### src/rtl/aq_axi_sdma64_pkg.sv
// Shared definitions for the SDMA64 AXI data movers: FSM encoding, AXI constants
// and the 65-bit FIFO word layout.
package aq_axi_sdma64_pkg;

    localparam logic [2:0] ST_IDLE = 3'd0;
    localparam logic [2:0] ST_CALC = 3'd1;
    localparam logic [2:0] ST_ADDR = 3'd2;
    localparam logic [2:0] ST_DATA = 3'd3;
    localparam logic [2:0] ST_RESP = 3'd4;

    localparam logic [2:0] SIZE_64    = 3'b011;
    localparam logic [1:0] BURST_INCR = 2'b01;
    localparam logic [1:0] RESP_OKAY  = 2'b00;

    localparam int unsigned LAST_BIT = 64;
    localparam int unsigned BLEN_W   = 9;
    localparam int unsigned CNT_W    = 13;

endpackage

### src/rtl/aq_axi_sdma64_blen_calc.sv
// Burst length for the next AXI burst: min(BURST_MAX, remaining beats,
// beats left before the next 4 KB boundary).
module aq_axi_sdma64_blen_calc
    import aq_axi_sdma64_pkg::*;
#(
    parameter int unsigned BURST_MAX = 16
) (
    input  logic [31:0]       remaining,
    input  logic [8:0]        addr_beat,
    output logic [BLEN_W-1:0] blen_c
);

    logic [9:0] to_boundary;
    logic [9:0] cap_rem;

    // 10-bit span so an aligned address yields a full 512-beat page
    assign to_boundary = 10'd512 - 10'(addr_beat);

    always_comb begin
        cap_rem = (remaining < 32'(BURST_MAX)) ? remaining[9:0] : 10'(BURST_MAX);
        blen_c  = BLEN_W'((to_boundary < cap_rem) ? to_boundary : cap_rem);
    end

endmodule

### src/rtl/aq_axi_sdma64_wdrain.sv
// S2MM drain: pops the 65-bit FWFT FIFO and writes one command's data to memory
// as a sequence of single-outstanding AXI4 INCR bursts.
module aq_axi_sdma64_wdrain
    import aq_axi_sdma64_pkg::*;
#(
    parameter int unsigned BURST_MAX = 16,
    parameter int unsigned ADDR_W    = 32
) (
    input  logic              CLK,
    input  logic              RST,
    input  logic              CMD_VALID,
    output logic              CMD_READY,
    input  logic [ADDR_W-1:0] CMD_ADDR,
    input  logic [31:0]       CMD_LEN,
    output logic              BUSY,
    output logic              DONE,
    output logic              ERR,
    output logic              FIFO_RDEN,
    input  logic [64:0]       FIFO_DO,
    input  logic              FIFO_EMPTY,
    input  logic [CNT_W-1:0]  FIFO_RDCOUNT,
    output logic [ADDR_W-1:0] M_AWADDR,
    output logic [7:0]        M_AWLEN,
    output logic [2:0]        M_AWSIZE,
    output logic [1:0]        M_AWBURST,
    output logic              M_AWVALID,
    input  logic              M_AWREADY,
    output logic [63:0]       M_WDATA,
    output logic [7:0]        M_WSTRB,
    output logic              M_WLAST,
    output logic              M_WVALID,
    input  logic              M_WREADY,
    input  logic [1:0]        M_BRESP,
    input  logic              M_BVALID,
    output logic              M_BREADY
);

    logic [2:0]        state_q, state_d;
    logic [ADDR_W-1:0] addr_q, addr_d;
    logic [31:0]       rem_q, rem_d;
    logic [7:0]        beat_q, beat_d;
    logic [7:0]        awlen_q, awlen_d;
    logic              done_q, done_d;
    logic              err_q, err_d;
    logic [BLEN_W-1:0] blen_c;
    logic [31:0]       cur_blen;
    logic              w_hs;
    logic              final_beat;

    aq_axi_sdma64_blen_calc #(
        .BURST_MAX (BURST_MAX)
    ) u_blen (
        .remaining (rem_q),
        .addr_beat (addr_q[11:3]),
        .blen_c    (blen_c)
    );

    assign CMD_READY = (state_q == ST_IDLE);
    assign BUSY      = (state_q != ST_IDLE);
    assign DONE      = done_q;
    assign ERR       = err_q;
    assign M_AWADDR  = addr_q;
    assign M_AWLEN   = awlen_q;
    assign M_AWSIZE  = SIZE_64;
    assign M_AWBURST = BURST_INCR;
    assign M_AWVALID = (state_q == ST_ADDR);
    assign M_WDATA   = FIFO_DO[63:0];
    assign M_WSTRB   = 8'hFF;
    assign M_WVALID  = (state_q == ST_DATA) && !FIFO_EMPTY;
    assign M_WLAST   = (state_q == ST_DATA) && (beat_q == awlen_q);
    assign M_BREADY  = (state_q == ST_RESP);
    assign FIFO_RDEN = w_hs;

    assign w_hs       = M_WVALID && M_WREADY;
    assign cur_blen   = 32'(awlen_q) + 32'd1;
    // the head word must carry the end flag exactly on the command's last beat
    assign final_beat = M_WLAST && (rem_q == cur_blen);

    always_ff @(posedge CLK) begin
        if (RST) begin
            state_q <= ST_IDLE;
            addr_q  <= '0;
            rem_q   <= '0;
            beat_q  <= '0;
            awlen_q <= '0;
            done_q  <= 1'b0;
            err_q   <= 1'b0;
        end else begin
            state_q <= state_d;
            addr_q  <= addr_d;
            rem_q   <= rem_d;
            beat_q  <= beat_d;
            awlen_q <= awlen_d;
            done_q  <= done_d;
            err_q   <= err_d;
        end
    end

    always_comb begin
        state_d = state_q;
        addr_d  = addr_q;
        rem_d   = rem_q;
        beat_d  = beat_q;
        awlen_d = awlen_q;
        done_d  = 1'b0;
        err_d   = err_q;
        case (state_q)
            ST_IDLE: begin
                if (CMD_VALID) begin
                    addr_d = CMD_ADDR & ~ADDR_W'(7);
                    rem_d  = CMD_LEN;
                    err_d  = 1'b0;
                    if (CMD_LEN == 32'd0) done_d  = 1'b1;
                    else                  state_d = ST_CALC;
                end
            end
            ST_CALC: begin
                awlen_d = 8'(blen_c - BLEN_W'(1));
                beat_d  = '0;
                // hold off AW until the whole burst is already in the FIFO
                if (CNT_W'(blen_c) <= FIFO_RDCOUNT) state_d = ST_ADDR;
            end
            ST_ADDR: begin
                if (M_AWREADY) state_d = ST_DATA;
            end
            ST_DATA: begin
                if (w_hs) begin
                    beat_d = beat_q + 8'd1;
                    if (FIFO_DO[LAST_BIT] != final_beat) err_d = 1'b1;
                    if (M_WLAST) begin
                        addr_d  = addr_q + ADDR_W'(cur_blen << 3);
                        rem_d   = rem_q - cur_blen;
                        state_d = ST_RESP;
                    end
                end
            end
            ST_RESP: begin
                if (M_BVALID) begin
                    if (M_BRESP != RESP_OKAY) err_d = 1'b1;
                    if (rem_q != 32'd0) begin
                        state_d = ST_CALC;
                    end else begin
                        state_d = ST_IDLE;
                        done_d  = 1'b1;
                    end
                end
            end
            default: state_d = ST_IDLE;
        endcase
    end

endmodule

### config.mk
export PLATFORM = sky130hd
export DESIGN_NAME = aq_axi_sdma64_wdrain
export DESIGN_NICKNAME = d
export VERILOG_FILES = /design/src/rtl/aq_axi_sdma64_pkg.sv /design/src/rtl/aq_axi_sdma64_blen_calc.sv /design/src/rtl/aq_axi_sdma64_wdrain.sv
export SDC_FILE = /design/constraint.sdc
export NUM_CORES = 1
export LEC_CHECK = 0
export ABC_CLOCK_PERIOD_IN_PS = 8850
export BUFFER_PORTS_ARGS = -buffer_cell sky130_fd_sc_hd__buf_4
export CAP_MARGIN = 20
export CORE_MARGIN = 2
export CORE_UTILIZATION = 50
export DETAILED_ROUTE_END_ITERATION = 8
export GPL_ROUTABILITY_DRIVEN = 0
export PLACE_DENSITY = 0.84
export SLEW_MARGIN = 0
export SYNTH_ARGS = -nofsm -noshare
export SYNTH_HDL_FRONTEND = slang
export SYNTH_SLANG_ARGS = --single-unit
### constraint.sdc
create_clock -name CLK -period 8.85 [get_ports CLK]
set_input_delay 0.885 -clock CLK [delete_from_list [all_inputs] [get_ports CLK]]
set_output_delay 0.885 -clock CLK [all_outputs]
set_load 0.01 [all_outputs]
==> Yosys cells after proc, flatten, opt, wreduce, memory -nomap -nowiden <==
Index checks and enable logic that the tools add are counted.
{ "classes": {"addsub": 6, "n_lt_le_gt_ge": 3, "eq_ne": 16, "n_mux": 32, "n_reduce_logical": 17} }
{ "op_table": {"columns": ["op", "count"], "rows": [
  ["$mux W32", 6],
  ["$pmux W32 S2", 2],
  ["$add A32 B12 Y32", 1],
  ["$eq A32 B9 Y1", 1],
  ["$logic_not A32 Y1", 1],
  ["$lt A32 B5 Y1 const B", 1],
  ["$reduce_bool A32 Y1", 1],
  ["$sub A32 B9 Y32", 1],
  ["$mux W3", 7],
  ["$pmux W8 S2", 1],
  ["$pmux W3 S5", 1],
  ["$le A9 B13 Y1", 1],
  ["$ne A2 B2 Y1 const B", 6],
  ["$lt A10 B10 Y1", 1],
  ["$mux W1", 10],
  ["$mux W10", 1],
  ["$sub A10 B9 Y10 const A", 1],
  ["$add A8 B1 Y9 const B", 1],
  ["$mux W9", 1],
  ["$add A8 B1 Y8 const B", 1],
  ["$eq A8 B8 Y1", 1],
  ["$mux W8", 1],
  ["$sub A8 B1 Y8 const B", 1],
  ["$reduce_and A7 Y1", 1],
  ["15 further kinds", 24]
]} }
{ "word_totals": {"reg_bits": 85, "input_bits": 151} }

==> Logic depth before layout (Yosys ltp) <==
{ "logic_depth": {"depth_word": 7, "mapped_depth": 24} }

==> Hierarchy <==
Synthesis repeated with hierarchy kept, for this count alone.
{ "unflattened": {"hier_cells": 944, "area_unflattened_um2": 7228.2} }
{ "by_module_without_submodules": {"columns": ["module", "n_inst", "cells_per_inst", "area_per_inst_um2", "seq_area_each_um2"], "rows": [
  ["aq_axi_sdma64_wdrain", 1, 868, 6678.9, 1641.6],
  ["aq_axi_sdma64_blen_calc", 1, 76, 549.3, 0.0]
]} }

==> Least setup slack after synthesis <==
OpenSTA, ideal clock, no wires.
{ "synth_path": {"path_type": "register to register", "from": "reg rem_q[13]", "to": "reg state_q[1]", "t_arrival_ns": 4.395, "required_ns": 8.718, "slack_ns": 4.322, "stages_incl_launch_ff": 24, "n_path_buf": 2, "path_cell_list": "dfxtp_1 or4_1 buf_6 nor4_4 nand3_1 inv_2 nand2_1 ha_1 a21oi_1 o21ai_0 a21oi_1 a21boi_2 buf_4 nand2_1 o21ai_0 ha_1 nor2b_1 o21a_1 o21a_1 o21a_1 o21a_1 o21a_1 o31ai_1 a21oi_1"} }
{ "synth_via": {"elab_chain_cells": 7} }
{ "synth_rtl": {"columns": ["item", "line", "text"], "rows": [
  ["from (decl)", "aq_axi_sdma64_wdrain.sv:40", "logic [31:0] rem_q, rem_d;"],
  ["from (signal assigned)", "aq_axi_sdma64_wdrain.sv:91", "rem_q <= rem_d;"],
  ["$lt A32 B5 Y1 (*)", "aq_axi_sdma64_blen_calc.sv:20", "cap_rem = (remaining < 32'(BURST_MAX)) ? remaining[9:0] : 10'(BURST_MAX);"],
  ["$mux W10 (*)", "aq_axi_sdma64_blen_calc.sv:20", null],
  ["$lt A10 B10 Y1", "aq_axi_sdma64_blen_calc.sv:21", "blen_c = BLEN_W'((to_boundary < cap_rem) ? to_boundary : cap_rem);"],
  ["$mux W9 (*)", "aq_axi_sdma64_blen_calc.sv:21", null],
  ["$le A9 B13 Y1 (*)", "aq_axi_sdma64_wdrain.sv:121", "if (CNT_W'(blen_c) <= FIFO_RDCOUNT) state_d = ST_ADDR;"],
  ["$ne A2 B2 Y1 (no source line) (*)", null, null],
  ["$reduce_and A7 Y1 (no source line) (*)", null, null],
  ["to (signal assigned)", "aq_axi_sdma64_wdrain.sv:89", "state_q <= state_d;"],
  ["to (decl)", "aq_axi_sdma64_wdrain.sv:38", "logic [2:0] state_q, state_d;"]
]} }
Mark *: on every way between the ends. The rest lies on a longest branch, timed or not.
A chain may end at the register's enable or synchronous reset.

==> Worst setup path in the final report <==
{ "layout_path": {"from": "reg rem_q[22]", "to": "reg state_q[0]"} }
{ "layout_via": {"elab_chain_cells": 7, "elab_cells_between_ends": 11} }
{ "layout_rtl": {"columns": ["item", "line"], "rows": [
  ["$lt A32 B5 Y1", "aq_axi_sdma64_blen_calc.sv:20"],
  ["$mux W10", "aq_axi_sdma64_blen_calc.sv:20"],
  ["$lt A10 B10 Y1", "aq_axi_sdma64_blen_calc.sv:21"],
  ["$mux W9", "aq_axi_sdma64_blen_calc.sv:21"],
  ["$le A9 B13 Y1", "aq_axi_sdma64_wdrain.sv:121"],
  ["$ne A2 B2 Y1 (no source line)", null],
  ["$reduce_and A7 Y1 (no source line)", null]
]} }
Parallel ways exist; a longest one is shown, timed or not. The select of a mux whose other input is x is not followed.

==> results.yml <==
layout:
  layout.cells.most_common: "sky130_fd_sc_hd__buf_4"
  n_antenna_cell: 0
  final_cell_mix: "sky130_fd_sc_hd__buf_4, sky130_fd_sc_hd__nor2_1, sky130_fd_sc_hd__nand2_1"
  final_area_um2: 7814
  fin_nets: 1171
  final-instance-count-excl-fill: 1163
  drive_above_1_share_pct: 17.40
  flow.area_growth_from_synthesis_pct: 12.40
drt:
  wl_mm: 19.36
  antenna_left: 0
  drt-wirelength-per-cell_um: 16.65
  post_drt_via_cell_ratio: 5.975
  drcViolationCount: 0
  initialDrtViolationCount: 639
  first_pass_iters: 5
  dr_total_vias: 6949
power_and_ir_drop:
  switchingPower_uw: 1448
  pwr-share-comb_pct: 63.7
  power.share.sequential_pct: 22.2
  power.total_uw: 2959
  internal_power_uw: 1511
  worst_ir_drop_vdd_mv: 0.1426
  power_per_standard_cell_area_nw_per_um2: 378.7
  netSwitchingFraction_pct: 48.94
  power.share.clock_pct: 14.2
  power.static_leakage_uw: 0.003367
clock_tree:
  clk_pin_slew_worst_paths_ns: 0.07
  post_cts_resize_count: 0
  clock_sinks: 82
  cts_inserted_buffers: 9
  insertion_delay_ns: 0.35
  cts-root-to-sink-buffers: 2
  ctsHoldBuffers: 0
  post_cts_buffers: 0
  cts.root.buffer_cell: "sky130_fd_sc_hd__clkbuf_16"
  cts_tree: "yes"
  clock_tree.htree_level_count: 3
placement:
  placed_cells_incl_taps: 1147
  place.detailed.hpwl_mm: 13.73
  place.port_buffers: 129
  placed_instance_area_um2: 7486
setup_path:
  worstSetupStartpointType: "register"
  path_class: "reg2reg"
  worst-path-buf-inv: 1
  cp_top_family: "compound AO/OA/AOI/OAI gates"
  startpoint: "rem_q[22]"
  worst_path_most_repeated_cell: "sky130_fd_sc_hd__o21a_1"
  cp_slowest_stage_delay_ns: 0.64
  critical_path.endpoint_type: "register"
  crit_required_ns: 9.13
  regToRegStartpoint: "rem_q[22]"
  data_arrival_time_of_the_critical_path_ns: 5.91
  cp_slowest_cell: "sky130_fd_sc_hd__nor4_2"
  path_cells: "or3_1 -> nor4_2 -> nand3_1 -> inv_2 -> nand2_1 -> ha_1 -> a21oi_1 -> o21ai_0 -> a21oi_1 -> a21boi_2 -> mux2i_1 -> ha_1 -> o21a_1 -> o21a_1 -> o21a_1 -> o21a_1 -> o21ai_0 -> nand4b_1 -> a21oi_1"
  crit_path_max_fanout: 13
logic_synthesis:
  synth_sequential_area_ratio_pct: 23.61
  synth_cell_types: 77
  synth-async-reset-ratio_pct: 0
  syn-cell-area_um2: 6952
  postSynthAreaPerCell_um2: 7.372
  synth_flop_cell: "sky130_fd_sc_hd__dfxtp_1"
  syn-instance-count: 943
  synth_warnings: 0
  synth_edf_count: 0
  yosys_register_bits: 82
floorplan:
  initial_core_util_pct: 50.67
  dieHeight_um: 121.9
  die_w_um: 121.9
  placeableCoreArea_um2: 13720
  i_o_pins: 277
  rows: 43
  die-area_um2: 14860
sta:
  whs_ns: 0.4676
  rel_slew_slack_pct: 26.29
  finalClockSkew_ns: 0.008685
  finalHoldViolCount: 0
  min_period_over_period_pct: 63.60
  worst_slew_pin_slew_ns: 1.106
  fin_setup_tns_ns: 0
  finalCriticalPeriod_ns: 5.628
  rsz0062_at_grt: "false"
  setup_violations: 0
  drv_slew: 0
  maxClockFrequency_ghz: 0.1777
run_status:
  status: "finished clean"
min_path:
  hold_path.startpoint: "ERR"
  holdCritPathClass: "reg2reg"
global_route:
  grt_overflow_total: 0
  grt_first_pass_wirelength_mm: 30.49
  global_router_s_overall_resource_usage_pct: 25.68
  vias_in_the_first_global_route: 6161
  grt_start_max_net_pins: 105
  grt_antenna_before_repair: 0
job:
  max-cap-violations: 0
==> synth_stat cells (4+ instances only) <==
| master | instances | area share, % |
|---|---|---|
| sky130_fd_sc_hd__o21a_1 | 11 | 1.2 |
| sky130_fd_sc_hd__and2_1 | 9 | 0.81 |
| sky130_fd_sc_hd__a211oi_1 | 15 | 1.6 |
| sky130_fd_sc_hd__nor2_1 | 101 | 5.5 |
| sky130_fd_sc_hd__xor2_1 | 26 | 3.3 |
| sky130_fd_sc_hd__dfxtp_1 | 82 | 24 |
| sky130_fd_sc_hd__o21bai_1 | 4 | 0.43 |
| sky130_fd_sc_hd__a31oi_1 | 4 | 0.36 |
| sky130_fd_sc_hd__o31ai_1 | 8 | 0.86 |
| sky130_fd_sc_hd__mux2i_1 | 5 | 0.72 |
| sky130_fd_sc_hd__a311oi_1 | 9 | 1.1 |
| sky130_fd_sc_hd__nand3b_1 | 5 | 0.54 |
| sky130_fd_sc_hd__clkbuf_1 | 44 | 2.4 |
| sky130_fd_sc_hd__nand2_1 | 87 | 4.7 |
| sky130_fd_sc_hd__or4_1 | 8 | 0.86 |
| sky130_fd_sc_hd__o32ai_1 | 8 | 1.0 |
| sky130_fd_sc_hd__nand3_1 | 32 | 2.3 |
| sky130_fd_sc_hd__or3_1 | 9 | 0.81 |
| sky130_fd_sc_hd__nand4_1 | 9 | 0.81 |
| sky130_fd_sc_hd__nor3_1 | 24 | 1.7 |
| sky130_fd_sc_hd__a32oi_1 | 8 | 1.0 |
| sky130_fd_sc_hd__a21o_1 | 8 | 0.86 |
| sky130_fd_sc_hd__ha_1 | 40 | 7.2 |
| sky130_fd_sc_hd__nor2b_1 | 7 | 0.63 |
| sky130_fd_sc_hd__buf_4 | 81 | 8.7 |
| sky130_fd_sc_hd__a22oi_1 | 14 | 1.5 |
| sky130_fd_sc_hd__inv_1 | 44 | 2.4 |
| sky130_fd_sc_hd__o21ai_0 | 50 | 3.6 |
| sky130_fd_sc_hd__xnor2_1 | 16 | 2.0 |
| sky130_fd_sc_hd__a21oi_1 | 62 | 4.5 |
| sky130_fd_sc_hd__nor3b_1 | 4 | 0.43 |
| sky130_fd_sc_hd__nor4_1 | 26 | 2.3 |
| sky130_fd_sc_hd__nand2b_1 | 10 | 0.90 |
| sky130_fd_sc_hd__and3_1 | 8 | 0.72 |
==> registers in the layout (all words and copies together) (netlist names) <==
signal and count:
DONE 1, M_AWADDR 29, state_q 3, ERR 1, rem_q 32, M_AWLEN 8, beat_q 8
==> power groups by stage <==
stage	sequential [µW]	clock, µW	combinational (µW)
final	656	420	1880
after global routing	673	439	2100
after CTS	650	426	1860
after detailed placement	656	0	1850
after global placement	652	0	1800
after floorplan	619	0	1420
==> cell type report <==
class	instances	area [µm²]
clock inverters	6	88.84
clock buffers	10	239.0
repair buffers	135	1013
inverters	45	168.9
fillers	1311	5906
flip-flops and latches	82	1642
well taps	180	225.2
multi-input cells	705	4437
==> per-stage QoR <==
stage	setup slack (ns)	util, %
floorplan	4.322	-
global placement	3.484	54.56
detailed placement	3.425	54.56
CTS	3.391	56.95
global route	2.860	56.95
finish	3.222	56.95
==> cells by family (layout without fill, tap and decap cells) <==
logic type,count (synthesis),count (layout),share of synthesized area [%]
AO/OA/AOI/OAI,240,240,23.02
XOR/XNOR,42,42,5.292
adder cells (fa/ha/maj),42,42,7.775
buffers and inverters,175,196,13.95
flip-flops,82,82,23.61
multiplexers,7,7,1.206
other,2,21,0.1080
AND/OR/NAND/NOR,353,353,25.04
==> per-layer routing <==
layer | GRT usage (%) | vias up | share of wire, %
met5 | 0 | - | 0
li1 | - | 3348 | -
met4 | 11.35 | 0 | 2.5
met3 | 5.993 | 40 | 9.2
met2 | 40.40 | 317 | 46
met1 | 33.54 | 3244 | 42
==> path summary, 6_finish.rpt <==
check	slack (ns)	endpoint	cells after the start
setup / recovery	3.22	state_q[0]	19
hold / removal	0.47	ERR	1
setup reg to reg	3.22	state_q[0]	19
hold reg to reg	0.47	ERR	1
==> worst register-to-register path, cell delays in order (launching register included) <==
cell	delay [ns]
sky130_fd_sc_hd__dfxtp_1	0.35
sky130_fd_sc_hd__or3_1	0.51
sky130_fd_sc_hd__nor4_2	0.64
sky130_fd_sc_hd__nand3_1	0.30
sky130_fd_sc_hd__inv_2	0.18
sky130_fd_sc_hd__nand2_1	0.10
sky130_fd_sc_hd__ha_1	0.32
sky130_fd_sc_hd__a21oi_1	0.13
sky130_fd_sc_hd__o21ai_0	0.09
sky130_fd_sc_hd__a21oi_1	0.28
sky130_fd_sc_hd__a21boi_2	0.56
sky130_fd_sc_hd__mux2i_1	0.50
sky130_fd_sc_hd__ha_1	0.33
sky130_fd_sc_hd__o21a_1	0.11
sky130_fd_sc_hd__o21a_1	0.16
sky130_fd_sc_hd__o21a_1	0.16
sky130_fd_sc_hd__o21a_1	0.17
sky130_fd_sc_hd__o21ai_0	0.37
sky130_fd_sc_hd__nand4b_1	0.15
sky130_fd_sc_hd__a21oi_1	0.16
No activity file was read; power rests on OpenSTA's default activity.
